==> config.mk <==
export PLATFORM = sky130hd
export DESIGN_NAME = comparator_4bit
export DESIGN_NICKNAME = d
export VERILOG_FILES = /design/src/rtl/comparator_4bit.sv
export SDC_FILE = /design/constraint.sdc
export NUM_CORES = 1
export LEC_CHECK = 0
export CORE_AREA = 2 2 39 41
export DETAILED_ROUTE_END_ITERATION = 10
export DIE_AREA = 0 0 41 43
export GPL_ROUTABILITY_DRIVEN = 0
export PLACE_DENSITY = 0.47
export SYNTH_ARGS = -nofsm -noshare
export SYNTH_HDL_FRONTEND = slang
export SYNTH_SLANG_ARGS = --single-unit
==> constraint.sdc <==
create_clock -name clk -period 3.6 [get_ports clk]
set_input_delay 0.9 -clock clk [delete_from_list [all_inputs] [get_ports clk]]
set_output_delay 0.9 -clock clk [all_outputs]
set_load 0.03 [all_outputs]
==> src/rtl/comparator_4bit.sv <==
// -----------------------------------------------------------------------------
// comparator_4bit
//
// Registered 4-bit magnitude comparator. Every rising clock edge samples A, B
// and sign together and loads exactly one of equals / greater_than / less_than
// (A relative to B). sign selects unsigned (0..15) or two's-complement (-8..7)
// interpretation of both operands. Outputs come straight from flops; there is
// no combinational path from any input to any output.
//
// Ports
//   clk           in   1  rising-edge clock
//   rst           in   1  synchronous active-high reset; clears all outputs
//   sign          in   1  0 = unsigned operands, 1 = two's-complement operands
//   A             in   4  left operand
//   B             in   4  right operand
//   equals        out  1  registered, A == B
//   greater_than  out  1  registered, A > B under the sampled sign mode
//   less_than     out  1  registered, A < B under the sampled sign mode
//
// After reset all three outputs are 0 ("no result"); after the first edge with
// rst low the outputs are always one-hot.
// -----------------------------------------------------------------------------
module comparator_4bit (
   input  logic       clk,
   input  logic       rst,
   input  logic       sign,
   input  logic [3:0] A,
   input  logic [3:0] B,
   output logic       equals,
   output logic       greater_than,
   output logic       less_than
);

   // Next-state values for the three output flops.
   logic eq_d;
   logic gt_d;
   logic lt_d;

   // Per-bit difference and "A has the 1" flags.
   logic [3:0] diff;
   logic [3:0] a_high;

   // Set once the MSB-first scan has hit its deciding bit.
   logic       decided;

   assign diff   = A ^ B;
   assign a_high = A & ~B;

   // MSB-first scan: the first differing bit decides. In signed mode bit 3
   // carries weight -8, so the operand with a 1 there is the smaller one;
   // bits 2..0 are always compared as plain unsigned magnitude.
   always_comb begin
      gt_d    = 1'b0;
      lt_d    = 1'b0;
      decided = 1'b0;
      for (int i = 3; i >= 0; i--) begin
         if (!decided && diff[i]) begin
            decided = 1'b1;
            if ((i == 3) && sign) begin
               gt_d = ~a_high[i];
               lt_d = a_high[i];
            end else begin
               gt_d = a_high[i];
               lt_d = ~a_high[i];
            end
         end
      end
      // No differing bit means bitwise equality, independent of sign mode.
      eq_d = ~decided;
   end

   // Output registers. Reset dominates the comparison result.
   always_ff @(posedge clk) begin
      if (rst) begin
         equals       <= 1'b0;
         greater_than <= 1'b0;
         less_than    <= 1'b0;
      end else begin
         equals       <= eq_d;
         greater_than <= gt_d;
         less_than    <= lt_d;
      end
   end

endmodule

==> impl_results.md, run 1 <==
* Status: complete, no violations
* Initial antenna violation count at 0
* Post-DP HPWL at 335 um
* Total track usage at 6.01%
* Tcrit/Tclk final at 59.4%
* Vias in the first global route at 209
* Via count at 219
* Gate Count Post-Synth at 25
* Synth cell count leaders: 5 x inv_1, 4 x ha_1, 3 x dfxtp_1, 2 x nor3b_1
* Post-synthesis sequential area ratio at 28.1%
* GRT Max-Usage Layer: met2
* Critical path fanouts, max at 4
* Post-synth EDFFs at 0
* Slew Limit Headroom at 79.9%
* Ys flop type: dfxtp_1
* Port Buffers at 13
* Vias per cell at 3.78
* Clock root buffer: clkbuf_4
* Post-DR wirelength/cell at 6.71 um
* Synth async-reset ratio at 0%
* Violation count after the first detailed-route iteration at 2
* Routed Antenna Nets at 0
* Number of nets in the layout at 58
* Final setup violation count at 0
* Clock Sinks at 3
* Yosys warnings at 0
* Area growth syn-to-layout at 82.5%
* Max-Cap Viols at 0
* Dpl cells at 54
* Total congestion overflow at 0
* Slew Viols, Final at 0
* Layout Cells excl Fill at 58
* Effective utilization at floorplan at 15.5%
* Power, Total at 0.137 mW
* Fraction of layout cells with a size suffix above 1 at 7.14%
* Most frequent cell after synthesis: inv_1
* Mapped Area at 214 sq um
* Worst slew pin tran at 0.300 ns
* # DRC at 0
* GR Layer Usage met3 at 3.14%
* Net Count, Synth at 40
* Yosys reg bits at 3
* TritonCTS clock tree: yes
* Critical path type: primary input to flop
* Ant. Diodes at 0
* First-pass GRT wire length at 703 um
* Worst EP arrival at 2.26 ns
* Hold WC Path Type: primary input to flop
* Reg area at 60.1 sq um
* Postcts setup bufs at 0
* Final number of hold-violating endpoints at 0
* GR Layer Usage met1 at 5.43%
* VDD IR max at 0.0000583 V
* Unique masters post-synth at 15
* Detailed Routing Iterations Pass 1 at 2
* Core box area at 1380 sq um
* Element type at the critical path end: flop
* Required time of the worst setup path at 3.72 ns
* Clk slew on worst S/H paths at 0.04 ns
* M2 GR Usage at 9.69%
* CTS buffer count at 3
* Ranking of synthesized cells by area: dfxtp_1 28%, ha_1 23%, inv_1 8.8%, nor3b_1 7.0%, o211a_1 4.7%
* Pwr Density at 351 nW/um^2
* Multi-input gate area at 135 sq um
* Ports at 14
* Peak Freq at 0.468 GHz
* Die area at 1760 sq um
* Largest net degree at the start of global routing at 5
* # rows at 14
* Share of the synthesized area in the top cell type at 28.1%
* Area leader, netlist: dfxtp_1
* Setup repair after global routing missed its margin: false
* Clock tree buffer depth at 2
* Final wirelength at 389 um
* Avg Cell Area, Syn at 8.56 sq um
* Resize count post-CTS at 0
* Worst setup SP type: primary input
* # fillers at 165
* Static leakage at 0.176 nW
* Die Wd at 41 um
* Chip Height at 43 um
* Number of H-tree levels at 1
* Final TNS setup at 0 ns
* Tmin final at 2.14 ns
* Post-CTS Hold Buffers at 0
==> sequential cells by signal, summed over array words and instances (netlist names) <==
register,flops
equals,1
less_than,1
greater_than,1
==> per-layer routing <==
metal	vias up	wire, um
met4	0	0
met3	0	20
met2	5	228
met5	-	0
li1	119	-
met1	95	140
==> path summary, 6_finish.rpt <==
path / start / cells past startpoint / to / slack (ns)
worst min-delay path: rst / 2 / less_than$_SDFF_PP0_ / 1.28
worst max-delay path: B[1] / 6 / greater_than$_SDFF_PP0_ / 1.46
==> through the flow <==
stage          cell area (sq um)  setup slack (ns)  hold WS (ns)  util [%]
6_report                     390              1.46          1.28      28.2
5_1_grt                      390              1.35          1.27      28.2
4_1_cts                      390              1.46          1.28      28.2
3_5_place_dp                 364              1.22          1.53      26.3
3_3_place_gp                 364              1.22          1.52      26.3
2_1_floorplan                214              1.75         0.969         -
==> where the power goes <==
part,total (mW),switching (mW),leakage [nW],internal [mW]
registers,0.0370,0.000576,0.0247,0.0364
logic,0.0422,0.0181,0.136,0.0242
clock network,0.0579,0.0164,0.0150,0.0415
==> cell type report <==
cell class | count | share of cell area [%]
inverter | 5 | 4.81
sequential | 3 | 15.4
timing repair buffer | 13 | 33.3
tap | 16 | 5.13
clock buffer | 4 | 6.73
multi-input combinational | 17 | 34.6
==> cell families after synthesis <==
| logic type | share of synthesized area (%) |
|---|---|
| AO/OA/AOI/OAI | 15.2 |
| XOR/XNOR | 4.09 |
| adder cells (fa/ha/maj) | 23.4 |
| buffers and inverters | 8.77 |
| flip-flops | 28.1 |
| AND/OR/NAND/NOR | 20.5 |
==> cells in the final DEF (no fill, tap or decap) <==
cell             instances
o22ai_1                  1
clkbuf_4                 3
a31oi_1                  1
nand2b_1                 1
inv_1                    5
or3_1                    1
nor2_1                   1
a21oi_1                  1
xnor2_1                  1
ha_1                     4
or2b_1                   1
o21ai_0                  1
nor3b_1                  2
nand3_1                  1
dfxtp_1                  3
clkdlybuf4s50_1         13
clkbuf_1                 1
o211a_1                  1
==> worst max-delay path, cell delays in order <==
cell and delay, ns:
clkdlybuf4s50_1 0.45, inv_1 0.04, ha_1 0.31, nand3_1 0.10, or3_1 0.34, o211a_1 0.12
(Power assumes the default switching activity.)
==> inputs of run 2 (changes only) <==
==> constraint.sdc (replaced) <==
create_clock -name clk -period 2 [get_ports clk]
set_input_delay 0.5 -clock clk [delete_from_list [all_inputs] [get_ports clk]]
set_output_delay 0.5 -clock clk [all_outputs]
set_load 0.03 [all_outputs]
==> run 2 against run 1 <==
Compared with the run above: via count grew 1.8%; non-clock buffer count grew 1; power grew 81%; highest routed layer unchanged.
==> impl_results.md, run 2 (synthesis results as in run 1) <==
* Status: complete, no violations
* Number of H-tree levels at 1
* Post-CTS Hold Buffers at 0
* Internal power at 0.186 mW
* Clk slew on worst S/H paths at 0.04 ns
* Clock Sinks at 3
* Postcts setup bufs at 0
* Clock tree buffer depth at 2
* Resize count post-CTS at 0
* Detailed Routing Iterations Pass 1 at 2
* Final number of hold-violating endpoints at 0
* Pwr Density at 623 nW/um^2
* Core Util, Final at 28.8%
* Static leakage at 0.181 nW
* Setup repair after global routing missed its margin: false
* First-pass GRT wire length at 710 um
* Worst EP arrival at 1.86 ns
* Clock root buffer: clkbuf_4
* # rows at 14
* TritonCTS clock tree: yes
* Effective utilization at floorplan at 15.5%
* Switching power at 0.0620 mW
* Total congestion overflow at 0
* Commonest non-fill, non-tap cells in the layout: 13 x clkdlybuf4s50_1, 5 x inv_1, 4 x ha_1, 3 x clkbuf_4, 3 x dfxtp_1
* Sw Ratio at 25.0%
* Clock share of power at 41.3%
* Comb pwr share at 31.8%
* Critical path type: primary input to flop
* Final TNS setup at 0 ns
* Hold Crit Start: rst
* Max-Cap Viols at 0
* Tcrit/Tclk final at 87.0%
* Violation count after the first detailed-route iteration at 1
* Area growth syn-to-layout at 86.0%
* Hold Path Sink: less_than$_SDFF_PP0_
* VDD IR max at 0.000132 V
* Ports at 14
* Critical path fanouts, max at 4
* CTS buffer count at 3
* Element type at the critical path end: flop
* Vias per cell at 3.78
* Core box area at 1380 sq um
* Biggest regs: equals: 1 flops, greater_than: 1 flops, less_than: 1 flops
* Port Buffers at 13
* Required time of the worst setup path at 2.12 ns
* Chip Height at 43 um
* Slew Limit Headroom at 80.0%
* Tmin final at 1.74 ns
* Largest net degree at the start of global routing at 5
* Die Wd at 41 um
* Initial antenna violation count at 0
* Via count at 223
* Worst setup SP type: primary input
* Post-DP HPWL at 337 um
* Number of nets in the layout at 59
* Worst slew pin tran at 0.299 ns
* Final setup violation count at 0
* Sequential group share of total power at 26.9%
* Fraction of layout cells with a size suffix above 1 at 9.30%
* Routed Antenna Nets at 0
* Final wirelength at 369 um
* # DRC at 0
* Most common cell after layout, fill and taps aside: clkdlybuf4s50_1
* Hold path cells at 2
* Post-DR wirelength/cell at 6.25 um
* Die area at 1760 sq um
* Peak Freq at 0.575 GHz
* Hold WC Path Type: primary input to flop
* Total track usage at 6.01%
* Ant. Diodes at 0
* Vias in the first global route at 214
* Slew Viols, Final at 0
run 2: worst max path at each step:
stage          slack [ns]                       to  cells past startpoint  start
6_report             0.26  greater_than$_SDFF_PP0_                      6   B[1]
5_1_grt              0.19  greater_than$_SDFF_PP0_                      6   B[1]
4_1_cts              0.26  greater_than$_SDFF_PP0_                      6   B[1]
3_5_place_dp         0.02  greater_than$_SDFF_PP0_                      6   B[1]
3_3_place_gp         0.02  greater_than$_SDFF_PP0_                      6   B[1]
2_1_floorplan        0.55  greater_than$_SDFF_PP0_                      5   B[3]
run 2: cell type report:
| class | instances | area [sq um] |
|---|---|---|
| clock buffers | 4 | 26.3 |
| fillers | 162 | 986 |
| inverters | 5 | 18.8 |
| multi-input cells | 17 | 135 |
| flip-flops and latches | 3 | 60.1 |
| well taps | 16 | 20.0 |
| repair buffers | 14 | 138 |
run 2: power by group through the flow:
stage          combinational [mW]  clock [mW]  sequential [mW]
2_1_floorplan              0.0301           0           0.0788
3_3_place_gp               0.0799           0           0.0675
3_5_place_dp               0.0797           0           0.0677
4_1_cts                    0.0801       0.107           0.0668
5_1_grt                    0.0875       0.118           0.0670
6_report                   0.0789       0.102           0.0667
run 2: critical path, stage by stage:
cell	delay, ns
clkdlybuf4s50_1	0.45
inv_1	0.04
ha_1	0.31
nand3_1	0.11
or3_1	0.33
o211a_1	0.12
run 2: per-stage QoR:
step	hold WS, ns	instances	power, mW	cell area [sq um]	setup slack, ns
final	0.871	59	0.248	398	0.259
after CTS	0.871	59	0.254	398	0.256
after floorplan	0.569	25	0.109	214	0.549
after global placement	1.11	55	0.147	372	0.0215
after detailed placement	1.11	55	0.147	372	0.0213
after global routing	0.880	59	0.273	398	0.191
run 2: layer usage:
layer / vias to the layer above / part of all wire (%) / track usage, %
li1: 123 / - / -
met1: 95 / 38 / 6.71
met2: 5 / 56 / 8.44
met3: 0 / 5.1 / 1.57
met4: 0 / 0 / 6.00
met5: - / 0 / 0
